$ cat src/rtl/sm_addsub_datapath.sv
// Signed-magnitude add/subtract datapath driven by one-hot timing lines T0..T7.
// Operand registers A/As and B/Bs, carry flag E, sticky overflow and a done pulse.
// Optional feature: define NEG_ZERO_FIX_EN to force a +0 sign on a zero difference at T5.
module sm_addsub_datapath #(
  parameter int unsigned WIDTH = 8
) (
  input  logic             clk,
  input  logic             reset,
  input  logic             T0,
  input  logic             T1,
  input  logic             T2,
  input  logic             T3,
  input  logic             T4,
  input  logic             T5,
  input  logic             T6,
  input  logic             T7,
  input  logic             load,
  input  logic [WIDTH-1:0] a_in,
  input  logic             as_in,
  input  logic [WIDTH-1:0] b_in,
  input  logic             bs_in,
  output logic             S,
  output logic             E,
  output logic [WIDTH-1:0] result_mag,
  output logic             result_sign,
  output logic             ovf,
  output logic             done,
  output logic             busy
);

  logic [WIDTH-1:0] a_q, a_d, b_q, b_d;
  logic             as_q, as_d, bs_q, bs_d;
  logic             e_q, e_d, ovf_q, ovf_d, done_q, done_d;

  logic [WIDTH:0]   add_sum, sub_sum;
  logic [WIDTH-1:0] a_inc;
  logic             a_zero;

  // Shared arithmetic for the T3/T4/T7 steps.
  always_comb begin
    add_sum = {1'b0, a_q} + {1'b0, b_q};
    sub_sum = {1'b0, a_q} + {1'b0, ~b_q} + {{WIDTH{1'b0}}, 1'b1};
    a_inc   = a_q + {{(WIDTH - 1){1'b0}}, 1'b1};
    a_zero  = (a_q == '0);
  end

  // Next-state: the highest-numbered active T line wins.
  always_comb begin
    a_d    = a_q;
    b_d    = b_q;
    as_d   = as_q;
    bs_d   = bs_q;
    e_d    = e_q;
    ovf_d  = ovf_q;
    done_d = 1'b0;
    if (T7) begin
      a_d    = a_inc;
      as_d   = ~as_q;
      done_d = 1'b1;
    end else if (T6) begin
      a_d = ~a_q;
    end else if (T5) begin
`ifdef NEG_ZERO_FIX_EN
      if (e_q && a_zero) begin
        as_d = 1'b0;
      end
`endif
      done_d = e_q;
    end else if (T4) begin
      // E=1: A>=B and A holds A-B; E=0: A holds the two's complement of B-A.
      {e_d, a_d} = sub_sum;
    end else if (T3) begin
      {e_d, a_d} = add_sum;
      // Overflow stays flagged until the next load.
      ovf_d      = ovf_q | add_sum[WIDTH];
      done_d     = 1'b1;
    end else if (T2) begin
      // Sign comparison cycle only; S is sampled by the sequencer.
    end else if (T1) begin
      bs_d = ~bs_q;
    end else if (T0 && load) begin
      a_d   = a_in;
      as_d  = as_in;
      b_d   = b_in;
      bs_d  = bs_in;
      e_d   = 1'b0;
      ovf_d = 1'b0;
    end
  end

  // State registers; synchronous reset discards any pending step.
  always_ff @(posedge clk) begin
    if (reset) begin
      a_q    <= '0;
      b_q    <= '0;
      as_q   <= 1'b0;
      bs_q   <= 1'b0;
      e_q    <= 1'b0;
      ovf_q  <= 1'b0;
      done_q <= 1'b0;
    end else begin
      a_q    <= a_d;
      b_q    <= b_d;
      as_q   <= as_d;
      bs_q   <= bs_d;
      e_q    <= e_d;
      ovf_q  <= ovf_d;
      done_q <= done_d;
    end
  end

  // Outputs: registered state plus combinational S and busy.
  always_comb begin
    S           = as_q ^ bs_q;
    E           = e_q;
    result_mag  = a_q;
    result_sign = as_q;
    ovf         = ovf_q;
    done        = done_q;
    busy        = ~T0;
  end

  // Keep a_zero referenced when the zero-sign fix is compiled out.
  logic unused_a_zero;
  always_comb unused_a_zero = a_zero;

endmodule
$ cat config.mk
export PLATFORM = sky130hd
export DESIGN_NAME = sm_addsub_datapath
export DESIGN_NICKNAME = d
export VERILOG_FILES = /design/src/rtl/sm_addsub_datapath.sv
export SDC_FILE = /design/constraint.sdc
export NUM_CORES = 1
export LEC_CHECK = 0
export ABC_AREA = 1
export ABC_CLOCK_PERIOD_IN_PS = 3900
export CAP_MARGIN = 20
export CORE_ASPECT_RATIO = 0.5
export CORE_MARGIN = 2
export CORE_UTILIZATION = 40
export CTS_BUF_LIST = sky130_fd_sc_hd__clkbuf_2 sky130_fd_sc_hd__clkbuf_4 sky130_fd_sc_hd__clkbuf_8
export DETAILED_ROUTE_END_ITERATION = 10
export PLACE_DENSITY = 0.69
export SYNTH_ARGS = -nofsm -noshare
export SYNTH_HDL_FRONTEND = slang
export SYNTH_SLANG_ARGS = --single-unit
$ cat constraint.sdc
create_clock -name clk -period 3.9 [get_ports clk]
set_input_delay 0.39 -clock clk [delete_from_list [all_inputs] [get_ports clk]]
set_output_delay 0.39 -clock clk [all_outputs]
set_load 0.02 [all_outputs]
Word-level counts from Yosys, hierarchy flattened
Index checks and enable logic that the tools add are counted.
Storage, ports and cells
  input port bits: 29
  output and inout port bits: 14
  word-level logic and storage cells: 79
  register bits after elaboration: 21
Cells by class
  reduce and logical (&&, ||, !) cells: 12
  mux-type cells: 29
  bitwise logic cells: 14
  equal/unequal tests: 13
  $add $sub $neg: 4
Operators by type and width (count)
  $mux 8: 8
  $mux 1: 21
  $reduce_and 7->1: 3
  $add 8x8->9: 2
  $ne 2x1->1 const B: 8
  $not 8->8: 2
  $ne 5x1->1 const B: 2
  $not 1->1: 10
  $add 9x1->9 const B: 1
  $ne 3x1->1 const B: 3
  $add 8x1->8 const B: 1
  $reduce_and 8->1: 1
  $reduce_and 6->1: 1
  $reduce_bool 2->1: 3
  $reduce_bool 5->1: 1
  $reduce_and 4->1: 1
  $reduce_bool 3->1: 1
  $logic_and 1x1->1: 1
  $or 1x1->1: 1
  $xor 1x1->1: 1

Depth between registers and ports, before layout
  depth after elaboration: 9
  gate-level depth with buffers: 13
  depth with buffers taken out: 12

Worst setup path before layout
No wires, ideal clock.
  kind: reg2reg
  start: reg a_q[0], in the netlist result_mag[0]
  end: reg a_q[1], in the netlist result_mag[1]
  data arrival time: 1.723 ns
  period minus slack after synthesis: 1.850 ns
  setup slack: 2.050 ns
  cell stages (with the launch flop): 8
  setup time: 0.128 ns
  data required time: 3.772 ns
  buffers on the path: 0
  cells stage by stage: dfxtp_1 inv_1 ha_1 fa_1 or2_2 nand3_1 a221oi_1 a21oi_1
Between the ends
  word-level cells in the longest chain between the ends: 6
  elaborated cells on any way between the ends: 9
  those cells by class: add/sub (4); mux (5)
RTL lines
  from (decl): RTL line 31  | logic [WIDTH-1:0] a_q, a_d, b_q, b_d;
  from (signal assigned): RTL line 94  | a_q <= '0;
  from (signal assigned): RTL line 102  | a_q <= a_d;
  $add 8x8->9, on equally long branches: RTL line 42, 41
  $add 9x1->9 or $mux 8 (tied branches): RTL line 42, 72
  $mux 8: RTL line 69  | end else if (T4) begin
  $mux 8: RTL line 62  | end else if (T5) begin
  $mux 8: RTL line 60  | end else if (T6) begin
  $mux 8 (*): RTL line 56  | if (T7) begin
Every way passes the cells marked *; elsewhere a longest branch is shown, timed or not. The select of a mux whose other input is x is not followed.
A chain may end at the register's enable or synchronous reset.

Worst setup path in the final report
  start: reg a_q[0], in the netlist result_mag[0]
  end: reg e_q, in the netlist E
Between the ends
  word-level cells in the longest chain between the ends: 3
  elaborated cells on any way between the ends: 5
  those cells by class: add/sub (3); mux (2)
RTL lines
  $add 8x8->9, on equally long branches: RTL line 42, 41
  $add 9x1->9 or $mux 1 (tied branches): RTL line 42, 72
  $mux 1 (*): RTL line 69
  to (signal assigned): RTL line 98  | e_q <= 1'b0;
  to (signal assigned): RTL line 106  | e_q <= e_d;
  to (decl): RTL line 33  | logic e_q, e_d, ovf_q, ovf_d, done_q, done_d;
Every way passes the cells marked *; elsewhere a longest branch is shown, timed or not.

==> impl_metrics.py <==
metrics = {
    "run_status": {
        "outcome": "finished clean",
    },
    "drt": {
        "wl_per_cell_um": 13.68,
        "wirelength_um": 5759,
        "post-route-drc-count": 0,
        "dr.pass1.iters": 4,
        "drtAntennaViolNets": 0,
        "routed_via_density": 5.055,
        "routed-via-count": 2128,
        "drt_iter0_markers": 109,
    },
    "worst_hold_path": {
        "hp-class": "flop to flop",
        "hold-path-cell-count": 2,
        "holdCritStartpoint": "b_q[3]$_SDFFE_PP0P_",
        "hold_end": "b_q[3]$_SDFFE_PP0P_",
    },
    "setup_path": {
        "slowest_stage": "dfxtp_1",
        "worstPathMaxFanout": 5,
        "cp.required_ns": 4.12,
        "r2r_slack_ns": 1.77,
        "critPathLaunch": "result_mag[0]$_SDFFE_PP0P_",
        "crit_type": "flop to flop",
        "crit_chain": "inv_1 > ha_1 > fa_1 > inv_1 > nand3_1 > nand3_1 > nand2_1 > nand2_1 > nand2_1 > a21oi_1 > o21ai_1 > inv_1",
        "critPathCaptureType": "flop",
        "r2r_cells": 12,
        "timing.rr.end": "E$_SDFFE_PP0P_",
        "max_stage_delay_ns": 0.44,
        "arrival_ns": 2.35,
        "worstSetupStartpointType": "flop",
        "timing.rr.start": "result_mag[0]$_SDFFE_PP0P_",
    },
    "grt": {
        "grt_max_degree": 19,
        "grt_pass1_vias": 1832,
        "grt_pass1_wl_um": 8838,
        "antenna_found_initial": 0,
        "gr-total-overflow": 0,
        "grtUsageTotal_pct": 20.22,
    },
    "final_layout": {
        "final_util_pct": 51.13,
        "drive_gt1_share_pct": 7.692,
        "antenna_cells_inserted": 0,
        "areaGrowthSynthToFinish_pct": 23.65,
        "fin_nets": 400,
    },
    "clocking": {
        "clk_latency_ns": 0.27,
        "cts_hold_buf": 0,
        "cts_inserted_buffers": 3,
        "cts_tree": "yes",
        "cts-root-buf": "clkbuf_8",
        "post_cts_buffers": 0,
        "cts_resized": 0,
        "cts_htree_levels": 1,
        "clk_pin_slew_ns": 0.09,
        "clockBufferDepth": 2,
        "cts_num_sinks": 21,
    },
    "flow_run": {
        "drv_cap": 0,
    },
    "synthesis": {
        "synth.top_cell.area_share_pct": 20.80,
        "syn_nets": 362,
        "yosys.cell_types.count": 31,
        "ys_seq_area_share_pct": 20.80,
        "yosysTopAreaCell": "dfxtp_1",
        "ys_seq_elements": 21,
        "yosys-top-cells-area": "dfxtp_1, nand2_1, ha_1",
        "postSynthCellCount": 314,
        "synth_warnings": 0,
        "avgSynthCellArea_um2": 6.435,
        "synth_area_um2": 2021,
    },
    "placement": {
        "io_buffers": 42,
        "hpwl_um": 4732,
        "gp_congestion": 0.9005,
    },
    "floorplan": {
        "ios": 43,
        "die_x_um": 104.5,
        "start_util_pct": 41.35,
        "rows": 18,
        "die_h_um": 54.26,
        "die_area_um2": 5671,
        "core-area_um2": 4887,
    },
    "power_and_ir_drop": {
        "pwr-share-seq_pct": 37.3,
        "p_clk_share_pct": 23.2,
        "pwr-share-comb_pct": 39.5,
        "peakVddDrop_v": 0.0001023,
        "powerDensity_nw_per_um2": 267.2,
        "power_leakage_uw": 0.001162,
        "internal_power_uw": 409.1,
        "p_switching_uw": 258.5,
        "p_sw_share_pct": 38.72,
    },
    "timing": {
        "worst_pin_slew_ns": 0.5586,
        "rsz0062_at_grt": "no",
        "max_freq_mhz": 468.8,
        "slew_headroom_pct": 62.72,
        "period_share_pct": 54.70,
        "fin_crit_ns": 2.133,
        "setup_tns_ns": 0,
        "finalSetupViolations": 0,
        "hold_violations": 0,
        "fin_worst_skew_ns": 0.003403,
        "maxSlewViolCount": 0,
    },
}
-- cells in the mapped netlist --
cell type  count
dfxtp_1       21
nand3_1       29
inv_2          7
a221oi_1       2
a21oi_2        3
nand3b_1       4
nand2_2        2
a21oi_4        1
nor2_1        24
clkbuf_1       1
nand2_1       69
buf_6          4
a21oi_1       25
nor2_2         2
o21ai_2        2
o211a_1        1
nor3_1         3
a211oi_1       3
ha_1          17
inv_1         43
xor2_1         4
o22ai_1        1
o21ai_0       24
buf_4          4
or2_2          1
xnor2_1        1
nand3_2        1
nand4_1        4
o21ai_1        5
nor2_4         4
fa_1           2
-- layout by cell type, fill, tap and decap left out, drive strengths merged --
| cell type | Yosys | final |
|---|---|---|
| o21ai | 31 | 31 |
| dfxtp | 21 | 21 |
| a21oi | 29 | 29 |
| o211a | 1 | 1 |
| a211oi | 3 | 3 |
| xor2 | 4 | 4 |
| nand3 | 30 | 30 |
| nor3 | 3 | 3 |
| nor2 | 30 | 30 |
| clkdlybuf4s50 | 0 | 42 |
| nand4 | 4 | 4 |
| fa | 2 | 2 |
| clkinvlp | 0 | 1 |
| o22ai | 1 | 1 |
| inv | 50 | 50 |
| or2 | 1 | 1 |
| nand3b | 4 | 4 |
| xnor2 | 1 | 1 |
| ha | 17 | 17 |
| a221oi | 2 | 2 |
| clkbuf | 1 | 3 |
| nand2 | 71 | 71 |
-- layout make-up --
class / instances / area, µm²
fill: 514 / 2389
clock buffer: 3 / 41.29
sequential: 21 / 420.4
clock inverter: 1 / 7.507
multi-input combinational: 234 / 1334
tap: 70 / 87.58
inverter: 50 / 187.7
timing repair buffer: 42 / 420.4
-- worst max-delay path by stage --
stage                                       endpoint  slack [ns]  cells after the start
after floorplan           result_mag[1]$_SDFFE_PP0P_        2.05                      7
after global placement    result_mag[6]$_SDFFE_PP0P_        1.70                      8
after detailed placement  result_mag[6]$_SDFFE_PP0P_        1.59                      8
after CTS                             E$_SDFFE_PP0P_        1.80                     12
after global routing                  E$_SDFFE_PP0P_        1.63                     12
final                                 E$_SDFFE_PP0P_        1.77                     12
-- sequential cells by signal, summed over array words and instances (netlist names) --
signal and cells:
E 1, result_sign 1, bs_q 1, result_mag 8, done 1, b_q 8
ovf 1
-- power groups by stage --
stage / Combinational [µW] / Sequential, µW / Clock [µW]
floorplan: 158 / 260 / 0
global placement: 260 / 253 / 0
detailed placement: 261 / 254 / 0
CTS: 262 / 249 / 162
global route: 291 / 251 / 165
finish: 264 / 249 / 155
-- kinds of logic after synthesis --
group / after synthesis / synth area share, %
compound gates: 67 / 19.13
xor+xnor: 5 / 2.167
fa+ha+maj: 19 / 12.51
buf+inv: 59 / 13.19
flops: 21 / 20.80
simple gates: 143 / 32.20
-- worst max-delay path, delay by kind of cell, from the launching register on --
kind	cells	cell delay, ns
adders and majority gates	2	0.60
DFF	1	0.44
and+or+nand+nor	5	0.44
buffers and inverters	3	0.31
AOI/OAI and AO/OA	2	0.28
-- per-layer routing --
layer  GRT usage (%)  part of all wire, %
met1           29.12                   53
met2           33.33                   41
met3           2.976                  5.0
met4           2.703                 0.36
met5               0                    0
-- per-stage QoR --
stage	total power, µW	setup slack [ns]	hold slack (ns)	cells	instance area, µm²
floorplan	418.1	2.050	0.4508	314	2021
global placement	513.6	1.697	0.4649	417	2450
detailed placement	514.7	1.591	0.4773	417	2450
CTS	673.4	1.800	0.4911	421	2499
global route	707.7	1.631	0.5063	421	2499
finish	667.6	1.767	0.4859	421	2499
Power figures use the tool's default switching activity.
